File: config.mk
export PLATFORM = sky130hd
export DESIGN_NAME = lcd1602_face_painter_flat
export DESIGN_NICKNAME = d
export VERILOG_FILES = /design/src/rtl/lcd1602_face_painter_if.sv /design/src/rtl/lcd1602_face_painter.sv /design/src/flat_wrapper.sv
export SDC_FILE = /design/constraint.sdc
export NUM_CORES = 1
export LEC_CHECK = 0
export CAP_MARGIN = 20
export CORE_MARGIN = 8
export CORE_UTILIZATION = 35
export DETAILED_ROUTE_END_ITERATION = 16
export PLACE_DENSITY = 0.58
export SETUP_SLACK_MARGIN = 0.2
export SKIP_LAST_GASP = 1
export SLEW_MARGIN = 20
export SYNTH_ARGS = -nofsm -noshare
export SYNTH_HDL_FRONTEND = slang
export SYNTH_SLANG_ARGS = --single-unit
File: constraint.sdc
create_clock -name clk -period 3.9 [get_ports clk]
set_input_delay 0.39 -clock clk [delete_from_list [all_inputs] [get_ports clk]]
set_output_delay 0.39 -clock clk [all_outputs]
set_load 0.02 [all_outputs]
File: src/rtl/lcd1602_face_painter_if.sv
// lcd1602_face_painter_if: parent/painter bus (tick clock, request, face index, LCD byte outputs); master = parent, slave = painter
interface lcd1602_face_painter_if #(
  parameter int quantity_custom_char = 9
);
  localparam int IW = quantity_custom_char > 1 ? $clog2(quantity_custom_char) : 1;
  logic          clk_16ms;
  logic [IW-1:0] num_cust_char;
  logic          start_painting;
  logic          lcd_available;
  logic          rs;
  logic          rw;
  logic [7:0]    data;
  modport master (output clk_16ms, num_cust_char, start_painting, input lcd_available, rs, rw, data);
  modport slave  (input clk_16ms, num_cust_char, start_painting, output lcd_available, rs, rw, data);
endinterface

File: src/rtl/lcd1602_face_painter.sv
// lcd1602_face_painter: uploads a 2x2 custom-glyph face to CGRAM 0-3 and places it on both LCD lines
module lcd1602_face_painter #(
  parameter int quantity_custom_char = 9,
  parameter int FACE_COL = 0
) (
  input logic clk,
  input logic reset,
  lcd1602_face_painter_if.slave bus
);
  localparam int IW = quantity_custom_char > 1 ? $clog2(quantity_custom_char) : 1;
  localparam logic [IW:0] QTY = (IW+1)'(quantity_custom_char);
  localparam logic [7:0] COL = 8'(FACE_COL);
  typedef enum logic [2:0] {IDLE, CGRAM_ADDR, CGRAM_DATA, LINE1_ADDR, LINE1_CHARS, LINE2_ADDR, LINE2_CHARS} state_t;
  state_t state, state_n;
  logic [4:0] idx, idx_n;
  logic [IW-1:0] face, face_n;
  logic prev, tick, rs_q, rs_n;
  logic [7:0] data_q, data_n, rom_byte;
  assign tick = bus.clk_16ms & ~prev;
  always_comb begin
    state_n = state;
    idx_n = idx;
    face_n = face;
    if (tick)
      case (state)
        IDLE: if (bus.start_painting) begin
          state_n = CGRAM_ADDR;
          face_n = {1'b0, bus.num_cust_char} < QTY ? bus.num_cust_char : '0;
        end
        CGRAM_ADDR: begin
          state_n = CGRAM_DATA;
          idx_n = '0;
        end
        CGRAM_DATA: begin
          state_n = idx == 5'd31 ? LINE1_ADDR : CGRAM_DATA;
          idx_n = idx + 5'd1;
        end
        LINE1_ADDR: begin
          state_n = LINE1_CHARS;
          idx_n = '0;
        end
        LINE1_CHARS: begin
          state_n = idx[0] ? LINE2_ADDR : LINE1_CHARS;
          idx_n = idx + 5'd1;
        end
        LINE2_ADDR: begin
          state_n = LINE2_CHARS;
          idx_n = '0;
        end
        LINE2_CHARS: begin
          state_n = idx[0] ? IDLE : LINE2_CHARS;
          idx_n = idx + 5'd1;
        end
        default: state_n = IDLE;
      endcase
  end
  assign rom_byte = {3'b000, (idx_n ^ 5'h15) + 5'(face_n)};
  always_comb begin
    rs_n = state_n inside {CGRAM_DATA, LINE1_CHARS, LINE2_CHARS};
    data_n = state_n == CGRAM_ADDR  ? 8'h40 :
             state_n == CGRAM_DATA  ? rom_byte :
             state_n == LINE1_ADDR  ? 8'h80 + COL :
             state_n == LINE1_CHARS ? {7'b0, idx_n[0]} :
             state_n == LINE2_ADDR  ? 8'hC0 + COL :
             state_n == LINE2_CHARS ? {6'b0, 1'b1, idx_n[0]} : 8'h00;
  end
  always_ff @(posedge clk or negedge reset)
    if (!reset) begin
      state <= IDLE;
      idx <= '0;
      face <= '0;
      prev <= 1'b0;
      rs_q <= 1'b0;
      data_q <= 8'h00;
    end else begin
      state <= state_n;
      idx <= idx_n;
      face <= face_n;
      prev <= bus.clk_16ms;
      rs_q <= rs_n;
      data_q <= data_n;
    end
  assign bus.lcd_available = state == IDLE;
  assign bus.rs = rs_q;
  assign bus.rw = 1'b0;
  assign bus.data = data_q;
endmodule

File: src/flat_wrapper.sv
// flat-port wrapper written by rule: the top's interface ports become plain ports
module lcd1602_face_painter_flat 
#(
  parameter int quantity_custom_char = 9,
  parameter int FACE_COL = 0
)
  (clk, reset, bus_clk_16ms, bus_num_cust_char, bus_start_painting, bus_lcd_available, bus_rs, bus_rw, bus_data);
  lcd1602_face_painter_if #(.quantity_custom_char(quantity_custom_char)) bus_i ();
  input logic clk;
  input logic reset;
  input wire logic [$bits(bus_i.clk_16ms)-1:0] bus_clk_16ms;
  input wire logic [$bits(bus_i.num_cust_char)-1:0] bus_num_cust_char;
  input wire logic [$bits(bus_i.start_painting)-1:0] bus_start_painting;
  output wire logic [$bits(bus_i.lcd_available)-1:0] bus_lcd_available;
  output wire logic [$bits(bus_i.rs)-1:0] bus_rs;
  output wire logic [$bits(bus_i.rw)-1:0] bus_rw;
  output wire logic [$bits(bus_i.data)-1:0] bus_data;
  assign bus_i.clk_16ms = bus_clk_16ms;
  assign bus_i.num_cust_char = bus_num_cust_char;
  assign bus_i.start_painting = bus_start_painting;
  assign bus_lcd_available = bus_i.lcd_available;
  assign bus_rs = bus_i.rs;
  assign bus_rw = bus_i.rw;
  assign bus_data = bus_i.data;
  lcd1602_face_painter #(.quantity_custom_char(quantity_custom_char), .FACE_COL(FACE_COL)) u_core (.clk(clk), .reset(reset), .bus(bus_i));
endmodule
==> results.cfg, run 1 <==
[power]
powerDensity_mw_per_mm2 = 753
power_mw = 1.13
vdd_ir_drop_max_uv = 230
p_leak_nw = 0.639

[floorplan]
die_w_um = 77.0
pin_count = 19
coreArea_sq_mm = 0.00361
rows = 22
initial_core_util_pct = 36.1
dieArea_sq_mm = 0.00593
die_h_um = 77.0

[synthesis]
yosys_warnings = 0
synth.area.top_cells = dfrtp_1, ha_1, nand3b_1
synth_edf_count = 0
synthCells = 128
ys_seq_area_share_pct = 40.4
ys_dominant_reg_cell = dfrtp_1
yosysUniqueCellTypes = 45
yosys.area.top_type = dfrtp_1
avgSynthCellArea_sq_um = 10.2
ys_async_sr_fraction_pct = 100
ys_ff_latch = 21
synth_top_area_share_pct = 40.4
synth_area_sq_mm = 0.00130

[final_layout]
seqCellArea_sq_um = 526
final_area_sq_mm = 0.00150
multi_input_area_sq_um = 694
synthToLayoutAreaGrowth_pct = 15.5
antenna_cells = 0
nFillCells = 355
drive_gt1_share_pct = 11.4
fin_nets = 156

[cts]
clkTransAtPathRegs_ps = 80
htree_levels = 1
clock_path_buffers = 2
clockRootBuffer = clkbuf_8
cts_buffers = 3
cts_hold_buf = 0
insertion_delay_ps = 270
cts_resized = 0
cts_tree = yes
post-cts-setup-buffer-count = 0
cts.sink_count = 21

[detailed_routing]
wl_per_cell_um = 15.3
drt_iter0_markers = 82
vias = 1037
antenna_left = 0
routed_via_density = 5.52
first_pass_iters = 4
drc_errors = 0
routed_wl_mm = 2.88

[sta]
tightest_slew_ps = 656
fmax_mhz = 301
fin_worst_skew_ps = 5.81
finalSetupTns_ps = 0
fin_crit_sh_pct = 85.1
whs_ps = 63.7
setup_viol = 0
finalCriticalPeriod_ps = 3320
timing.slew.headroom_pct = 56.3
rsz0062_at_grt = no
hold_viol = 0
slew_viol_final = 0

[place]
dpl.hpwl_mm = 2.15
numPortBuffers = 16
place_congestion = 0.782
placedInstanceArea_sq_mm = 0.00146

[grt]
first_global_vias = 1020
grt_max_degree = 22
grt_first_pass_wirelength_mm = 5.00
antenna_found_initial = 0
gr-total-overflow = 0
grt_usage_pct = 10.3

[outcome]
status = finished, final reports clean

[setup_path]
cp-startpoint = bus_clk_16ms
path_buf_inv = 1
cp_max_fo = 7
crit_path_end_kind = flop
path_common_cell = a21o_1
critPathMaxStageDelay_ps = 590
slowest_stage = clkdlybuf4s50_1
crit_type = in2reg
critPathLaunchType = primary input
crit_family = simple AND/OR/NAND/NOR gates
critical_path.cell_chain = clkdlybuf4s50_1, nor2b_1, and3_1, o21ai_0, ha_1, fa_1, a21o_1, a21o_1, or3b_2, mux2i_1
timing.rr.start = u_core.state[2]
arrival_ps = 3510
critical_path_required_ps = 4090

[run]
cap_violations = 0

[hold_path]
hold_class = in2async
-- worst paths after layout --
kind	to	slack [ps]	depth (start not counted)
worst max register to register	u_core.bus.data[4]	840	9
worst min-delay path	u_core.state[1]	60	1
worst min register to register	u_core.face[3]	530	1
worst max-delay path	u_core.bus.data[4]	580	10
min in group clk	u_core.face[3]	530	1
max in group asynchronous	u_core.bus.data[2]	3510	1
-- cell families after synthesis --
group / Yosys count / synth area share [%]
adder cells (fa/ha/maj): 7 / 7.31
flip-flops: 21 / 40.4
XOR/XNOR: 2 / 1.35
buffers and inverters: 15 / 6.54
other: 1 / 0.288
AND/OR/NAND/NOR: 44 / 21.1
multiplexers: 3 / 2.40
AO/OA/AOI/OAI: 35 / 20.7
-- cells in the final DEF (no fill, tap or decap), drive strengths merged, types with 2 or more instances in the layout --
cell and count:
o21ai 9, nor2 8, a21oi 4, a32o 3
nand2b 2, nand3 5, nor2b 2, conb 2
mux2i 2, ha 6, nand2 5, and3 3
inv 6, and4bb 2, clkbuf 4, clkdlybuf4s50 15
nand3b 8, a21o 5, dfrtp 21, a221o 5
a32oi 2
-- report_power, final --
part	internal (mW)	switching (mW)
sequential	0.304	0.0914
clock	0.0730	0.0755
combinational	0.296	0.292
-- routing by layer --
| metal | routed length [um] | global-route usage [%] | up-vias |
|---|---|---|---|
| met5 | 0 | 0 | - |
| li1 | - | - | 495 |
| met3 | 113 | 2.10 | 4 |
| met1 | 1190 | 11.9 | 514 |
| met2 | 1520 | 16.9 | 24 |
| met4 | 60 | 6.23 | 0 |
-- metrics by stage --
stage          worst slack [ps]  std cells  utilization [%]
4_1_cts                     569        188             41.8
3_3_place_gp                462        184             40.6
3_5_place_dp                297        184             40.6
6_report                    580        188             41.7
5_1_grt                     389        188             41.7
2_1_floorplan               862        129                -
-- cell type report --
class	count	share of cell area [%]
tap	48	4.00
timing repair buffer	16	10.3
clock buffer	4	3.00
multi-input combinational	93	46.2
sequential	21	35.0
inverter	6	1.50
-- synthesized netlist by cell type (2+ instances only) --
library cell	n
nand3_1	5
nor2b_1	2
a21o_1	5
a221o_2	4
mux2i_1	2
nand3b_1	8
and4bb_2	2
nand2_1	5
buf_2	5
buf_4	2
nor2_1	8
ha_1	6
and3_1	3
inv_1	6
o21ai_0	9
a32o_1	3
a21oi_1	3
a32oi_1	2
buf_6	2
dfrtp_1	21
-- registers in the layout (all words and copies together) (netlist names) --
name and cells:
u_core.bus.data 7, u_core.idx 5, u_core.face 4, u_core.state 3
u_core.bus.rs 1, u_core.prev 1
-- worst register-to-register path, delay by kind of cell (launching register included) --
| family | cells | cell delay [ps] |
|---|---|---|
| adders and majority gates | 2 | 650 |
| and+or+nand+nor | 3 | 1080 |
| AOI/OAI and AO/OA | 3 | 510 |
| muxes | 1 | 130 |
| DFF | 1 | 630 |
(Power assumes the default switching activity.)
==> run 2: changes to the inputs <==
--- a/config.mk
+++ b/config.mk
@@ -7,12 +7,10 @@
 export LEC_CHECK = 0
 export CAP_MARGIN = 20
 export CORE_MARGIN = 8
-export CORE_UTILIZATION = 35
+export CORE_UTILIZATION = 30
 export DETAILED_ROUTE_END_ITERATION = 16
-export PLACE_DENSITY = 0.58
-export SETUP_SLACK_MARGIN = 0.2
+export PLACE_DENSITY = 0.51
 export SKIP_LAST_GASP = 1
-export SLEW_MARGIN = 20
 export SYNTH_ARGS = -nofsm -noshare
 export SYNTH_HDL_FRONTEND = slang
 export SYNTH_SLANG_ARGS = --single-unit
==> run 2 against run 1 <==
  * Setup slack got worse by 25 ps
  * First-iteration DRC count fell by 32%
  * Clock power fell by 8%
  * Combinational power barely moved
  * Non-clock buffer count rose by 1
  * Count of clock-buffer cells in the layout did not move
  * Register-to-register slack got worse by 70 ps
  * Fmax fell by 0.76%
  * Worst hold slack improved by 270 ps
  * Die area rose by 13%
  * Final cell count rose by 2.7%
  * Sequential power barely moved
  * Critical endpoint unchanged
  * Largest cell class unchanged
==> results.cfg, run 2 (synthesis results as in run 1) <==
[grt]
grt_most_used_layer = met2
use_met1_pct = 10.6
use_met2_pct = 15.8
grt_first_pass_wirelength_mm = 4.99
first_global_vias = 1055
grt_usage_pct = 9.32
gr-total-overflow = 0
antenna_found_initial = 0
grt_max_degree = 22
grtUsageMet3_pct = 1.42

[place]
place_congestion = 0.755
dpl.hpwl_mm = 2.11
preCtsSetupSlack_ps = 302
numPortBuffers = 16

[setup_path]
critPathLaunchType = primary input
arrival_ps = 3520
cp_max_fo = 7
reg2regPathDepth = 9
cp-startpoint = bus_clk_16ms
timing.rr.start = u_core.state[2]
crit_path_end_kind = flop
critical_path_required_ps = 4080
crit_type = in2reg

[cts]
cts_buffers = 3
clock_path_buffers = 2
clkTransAtPathRegs_ps = 70
post-cts-setup-buffer-count = 0
htree_levels = 1
clockRootBuffer = clkbuf_8
cts_resized = 0
cts_hold_buf = 0
cts_tree = yes
cts.sink_count = 21
insertion_delay_ps = 250

[detailed_routing]
antenna_left = 0
vias = 1030
routed_via_density = 5.34
drt_iter0_markers = 56
routed_wl_mm = 2.85
first_pass_iters = 5
wl_per_cell_um = 14.8
drc_errors = 0

[floorplan]
die_h_um = 81.9
die_w_um = 81.9
dieArea_sq_mm = 0.00670
pin_count = 19
coreArea_sq_mm = 0.00426
rows = 24
initial_core_util_pct = 30.5

[final_layout]
antenna_cells = 0
seqCellArea_sq_um = 526
final_cell_mix = dfrtp_1, clkdlybuf4s50_1, o21ai_0
synthToLayoutAreaGrowth_pct = 18.4
fin_util_pct = 36.1
fin_nets = 157
largest_reg_flops = 7
layout_commonest_cell = dfrtp_1
nFillCells = 439
multi_input_area_sq_um = 694
drive_gt1_share_pct = 11.3

[sta]
hold_viol = 0
timing.slew.headroom_pct = 58.7
tightest_slew_ps = 619
fin_ws_ps = 555
fmax_mhz = 299
finalSetupTns_ps = 0
fin_crit_sh_pct = 85.8
slew_viol_final = 0
finalCriticalPeriod_ps = 3350
fin_worst_skew_ps = 4.51
rsz0062_at_grt = no
setup_viol = 0

[power]
power.share.switching_pct = 39.6
power_mw = 1.12
p_leak_nw = 0.652
intPower_uw = 677
pwr-share-seq_pct = 35.2
vdd_ir_drop_max_uv = 144
p_switching_uw = 444
pwr-share-comb_pct = 52.7
clock_power_share_pct = 12.2
powerDensity_mw_per_mm2 = 728

[outcome]
status = finished, final reports clean

[hold_path]
hold_class = in2async

[run]
cap_violations = 0
==> run 2: cell types whose count changed in the layout (fill, tap and decap cells not counted), sizes merged <==
cell / delta
clkdlybuf4s50: +1
==> run 2: path summary, 6_finish.rpt <==
check                                     endpoint  slack (ps)
worst max register to register  u_core.bus.data[4]         770
max in group asynchronous           u_core.face[2]        3200
worst max-delay path            u_core.bus.data[4]         550
worst min-delay path                   u_core.prev         340
worst min register to register      u_core.face[3]         530
min in group clk                    u_core.face[3]         530
==> run 2: power by group through the flow <==
stage | logic [mW] | registers [mW] | clock network [mW]
floorplan | 0.423 | 0.394 | 0
global placement | 0.591 | 0.398 | 0
detailed placement | 0.594 | 0.395 | 0
CTS | 0.599 | 0.391 | 0.146
global route | 0.671 | 0.408 | 0.153
finish | 0.590 | 0.394 | 0.136
==> run 2: stage by stage <==
step | cells | hold WS, ps | area (sq um)
3_5_place_dp | 188 | 520 | 1470
5_1_grt | 193 | 327 | 1540
6_report | 193 | 339 | 1540
4_1_cts | 192 | 538 | 1510
3_3_place_gp | 188 | 528 | 1470
2_1_floorplan | 129 | 94.4 | 1310
==> run 2: critical path: stages <==
cell	delay (ps)
clkdlybuf4s50_1	580
nor2b_1	460
and3_1	370
o21ai_0	170
ha_1	240
fa_1	410
a21o_1	170
a21o_1	180
or3b_2	430
mux2i_1	130
==> run 2: metal layers <==
layer  vias to the layer above  wire, um  share of wire [%]
met3                         4       118                4.1
met1                       515      1260                 44
met4                         0        81                2.8
met2                        14      1400                 49
met5                         -         0                  0
li1                        497         -                  -
==> run 2: layout make-up <==
type,count,share of cell area [%]
well taps,52,4.22
flip-flops and latches,21,34.1
clock buffers,4,2.92
inverters,6,1.46
repair buffers,17,12.2
multi-input cells,93,45.1
==> run 3: changes to the inputs <==
--- a/config.mk
+++ b/config.mk
@@ -10,6 +10,7 @@
 export CORE_UTILIZATION = 30
 export DETAILED_ROUTE_END_ITERATION = 16
 export PLACE_DENSITY = 0.51
+export RECOVER_POWER = 25
 export SKIP_LAST_GASP = 1
 export SYNTH_ARGS = -nofsm -noshare
 export SYNTH_HDL_FRONTEND = slang
==> run 3 against run 2 <==
  * Final cell count did not move
  * Sequential cell count unchanged
  * Setup slack got worse by 16 ps
  * Utilization decreased by 0.56 points
  * Count of clock-buffer cells in the layout unchanged
  * Non-clock buffer count unchanged
  * Clock power about the same
  * Largest cell class unchanged
==> results.cfg, run 3 (synthesis results as in run 1) <==
[hold_path]
hold_class = in2async

[detailed_routing]
drc_errors = 0
routed_wl_mm = 2.87
drt_iter0_markers = 56
routed_via_density = 5.31
antenna_left = 0
vias = 1025
wl_per_cell_um = 14.9
first_pass_iters = 4

[sta]
fmax_mhz = 297
finalCriticalPeriod_ps = 3360
fin_crit_sh_pct = 86.2
slew_viol_final = 0
rsz0062_at_grt = no
setup_viol = 0
tightest_slew_ps = 1110
finalSetupTns_ps = 0
hold_viol = 0
fin_worst_skew_ps = 5.36
fin_ws_ps = 538
timing.slew.headroom_pct = 26.3

[final_layout]
layout_commonest_cell = dfrtp_1
synthToLayoutAreaGrowth_pct = 16.5
multi_input_area_sq_um = 694
largest_reg_flops = 7
nFillCells = 442
final_area_sq_mm = 0.00152
drive_gt1_share_pct = 10.6
seqCellArea_sq_um = 526
final_cell_mix = dfrtp_1, clkdlybuf4s50_1, o21ai_0
fin_nets = 157
antenna_cells = 0

[grt]
use_met1_pct = 10.6
grtUsageMet3_pct = 1.42
grt_max_degree = 22
grt_most_used_layer = met2
grt_usage_pct = 9.32
antenna_found_initial = 0
gr-total-overflow = 0
use_met2_pct = 15.8
grt_first_pass_wirelength_mm = 4.99
first_global_vias = 1055

[setup_path]
cp_max_fo = 7
critical_path_required_ps = 4080
reg2regPathDepth = 9
critPathLaunchType = primary input
crit_path_end_kind = flop
crit_type = in2reg
arrival_ps = 3540

[place]
preCtsSetupSlack_ps = 302
numPortBuffers = 16
place_congestion = 0.755
placedInstanceArea_sq_mm = 0.00147
dpl.hpwl_mm = 2.11

[cts]
cts_buffers = 3
htree_levels = 1
clock_path_buffers = 2
cts_resized = 0
post-cts-setup-buffer-count = 0
cts_tree = yes
clockRootBuffer = clkbuf_8
cts_hold_buf = 0
clkTransAtPathRegs_ps = 70
cts.sink_count = 21
insertion_delay_ps = 250

[floorplan]
dieArea_sq_mm = 0.00670
initial_core_util_pct = 30.5
pin_count = 19
rows = 24
die_h_um = 81.9
die_w_um = 81.9
coreArea_sq_mm = 0.00426

[power]
clock_power_share_pct = 12.3
power.share.switching_pct = 39.7
pwr-share-comb_pct = 52.4
p_switching_uw = 445
p_leak_nw = 0.641
vdd_ir_drop_max_uv = 144
pwr-share-seq_pct = 35.3
powerDensity_mw_per_mm2 = 738
intPower_uw = 674

[run]
cap_violations = 0

[outcome]
status = finished, final reports clean
-- run 3: changes by cell type in the layout (fill, tap and decap cells not counted) --
cell,change
dlygate4sd3_1,+1
buf_16,-1
clkdlybuf4s50_1,-1
clkbuf_1,+1
-- run 3: layout make-up --
| class | instances | area share [%] |
|---|---|---|
| flip-flops and latches | 21 | 34.7 |
| inverters | 6 | 1.49 |
| well taps | 52 | 4.29 |
| repair buffers | 17 | 10.8 |
| clock buffers | 4 | 2.97 |
| multi-input cells | 93 | 45.8 |
-- run 3: per-stage QoR --
stage	cells	utilization [%]	hold WS [ps]	power, mW
after CTS	192	35.5	538	1.14
after global placement	188	34.4	528	0.988
after global routing	193	35.6	346	1.23
after detailed placement	188	34.4	520	0.990
after floorplan	129	-	94.4	0.817
final	193	35.6	355	1.12
-- run 3: power groups by stage --
stage                     sequential [mW]  clock, mW  combinational (mW)
after detailed placement            0.395          0               0.594
after global placement              0.398          0               0.591
final                               0.395      0.137               0.587
after CTS                           0.391      0.146               0.599
after global routing                0.407      0.153               0.668
after floorplan                     0.394          0               0.423
-- run 3: routing by layer --
metal  vias up  routed length (um)  share of wire, %
li1        496                   -                 -
met1       509                1280                45
met2        16                1390                48
met3         4                 124               4.3
met4         0                  81               2.8
met5         -                   0                 0
-- run 3: path summary, 6_finish.rpt --
check | startpoint | end | slack (ps)
min in group clk | u_core.face[3] | u_core.face[3] | 530
setup / recovery | bus_clk_16ms | u_core.bus.data[4] | 540
hold / removal | reset | u_core.prev | 360
max in group asynchronous | reset | u_core.face[1] | 2320
hold reg to reg | u_core.face[3] | u_core.face[3] | 530
setup reg to reg | u_core.state[2] | u_core.bus.data[4] | 750
-- run 3: critical path, cell delays in order --
cell and delay (ps):
clkdlybuf4s50_1 580, nor2b_1 460, and3_1 380, o21ai_0 170, ha_1 240, fa_1 410
a21o_1 170, a21o_1 180, or3b_2 430, mux2i_1 130
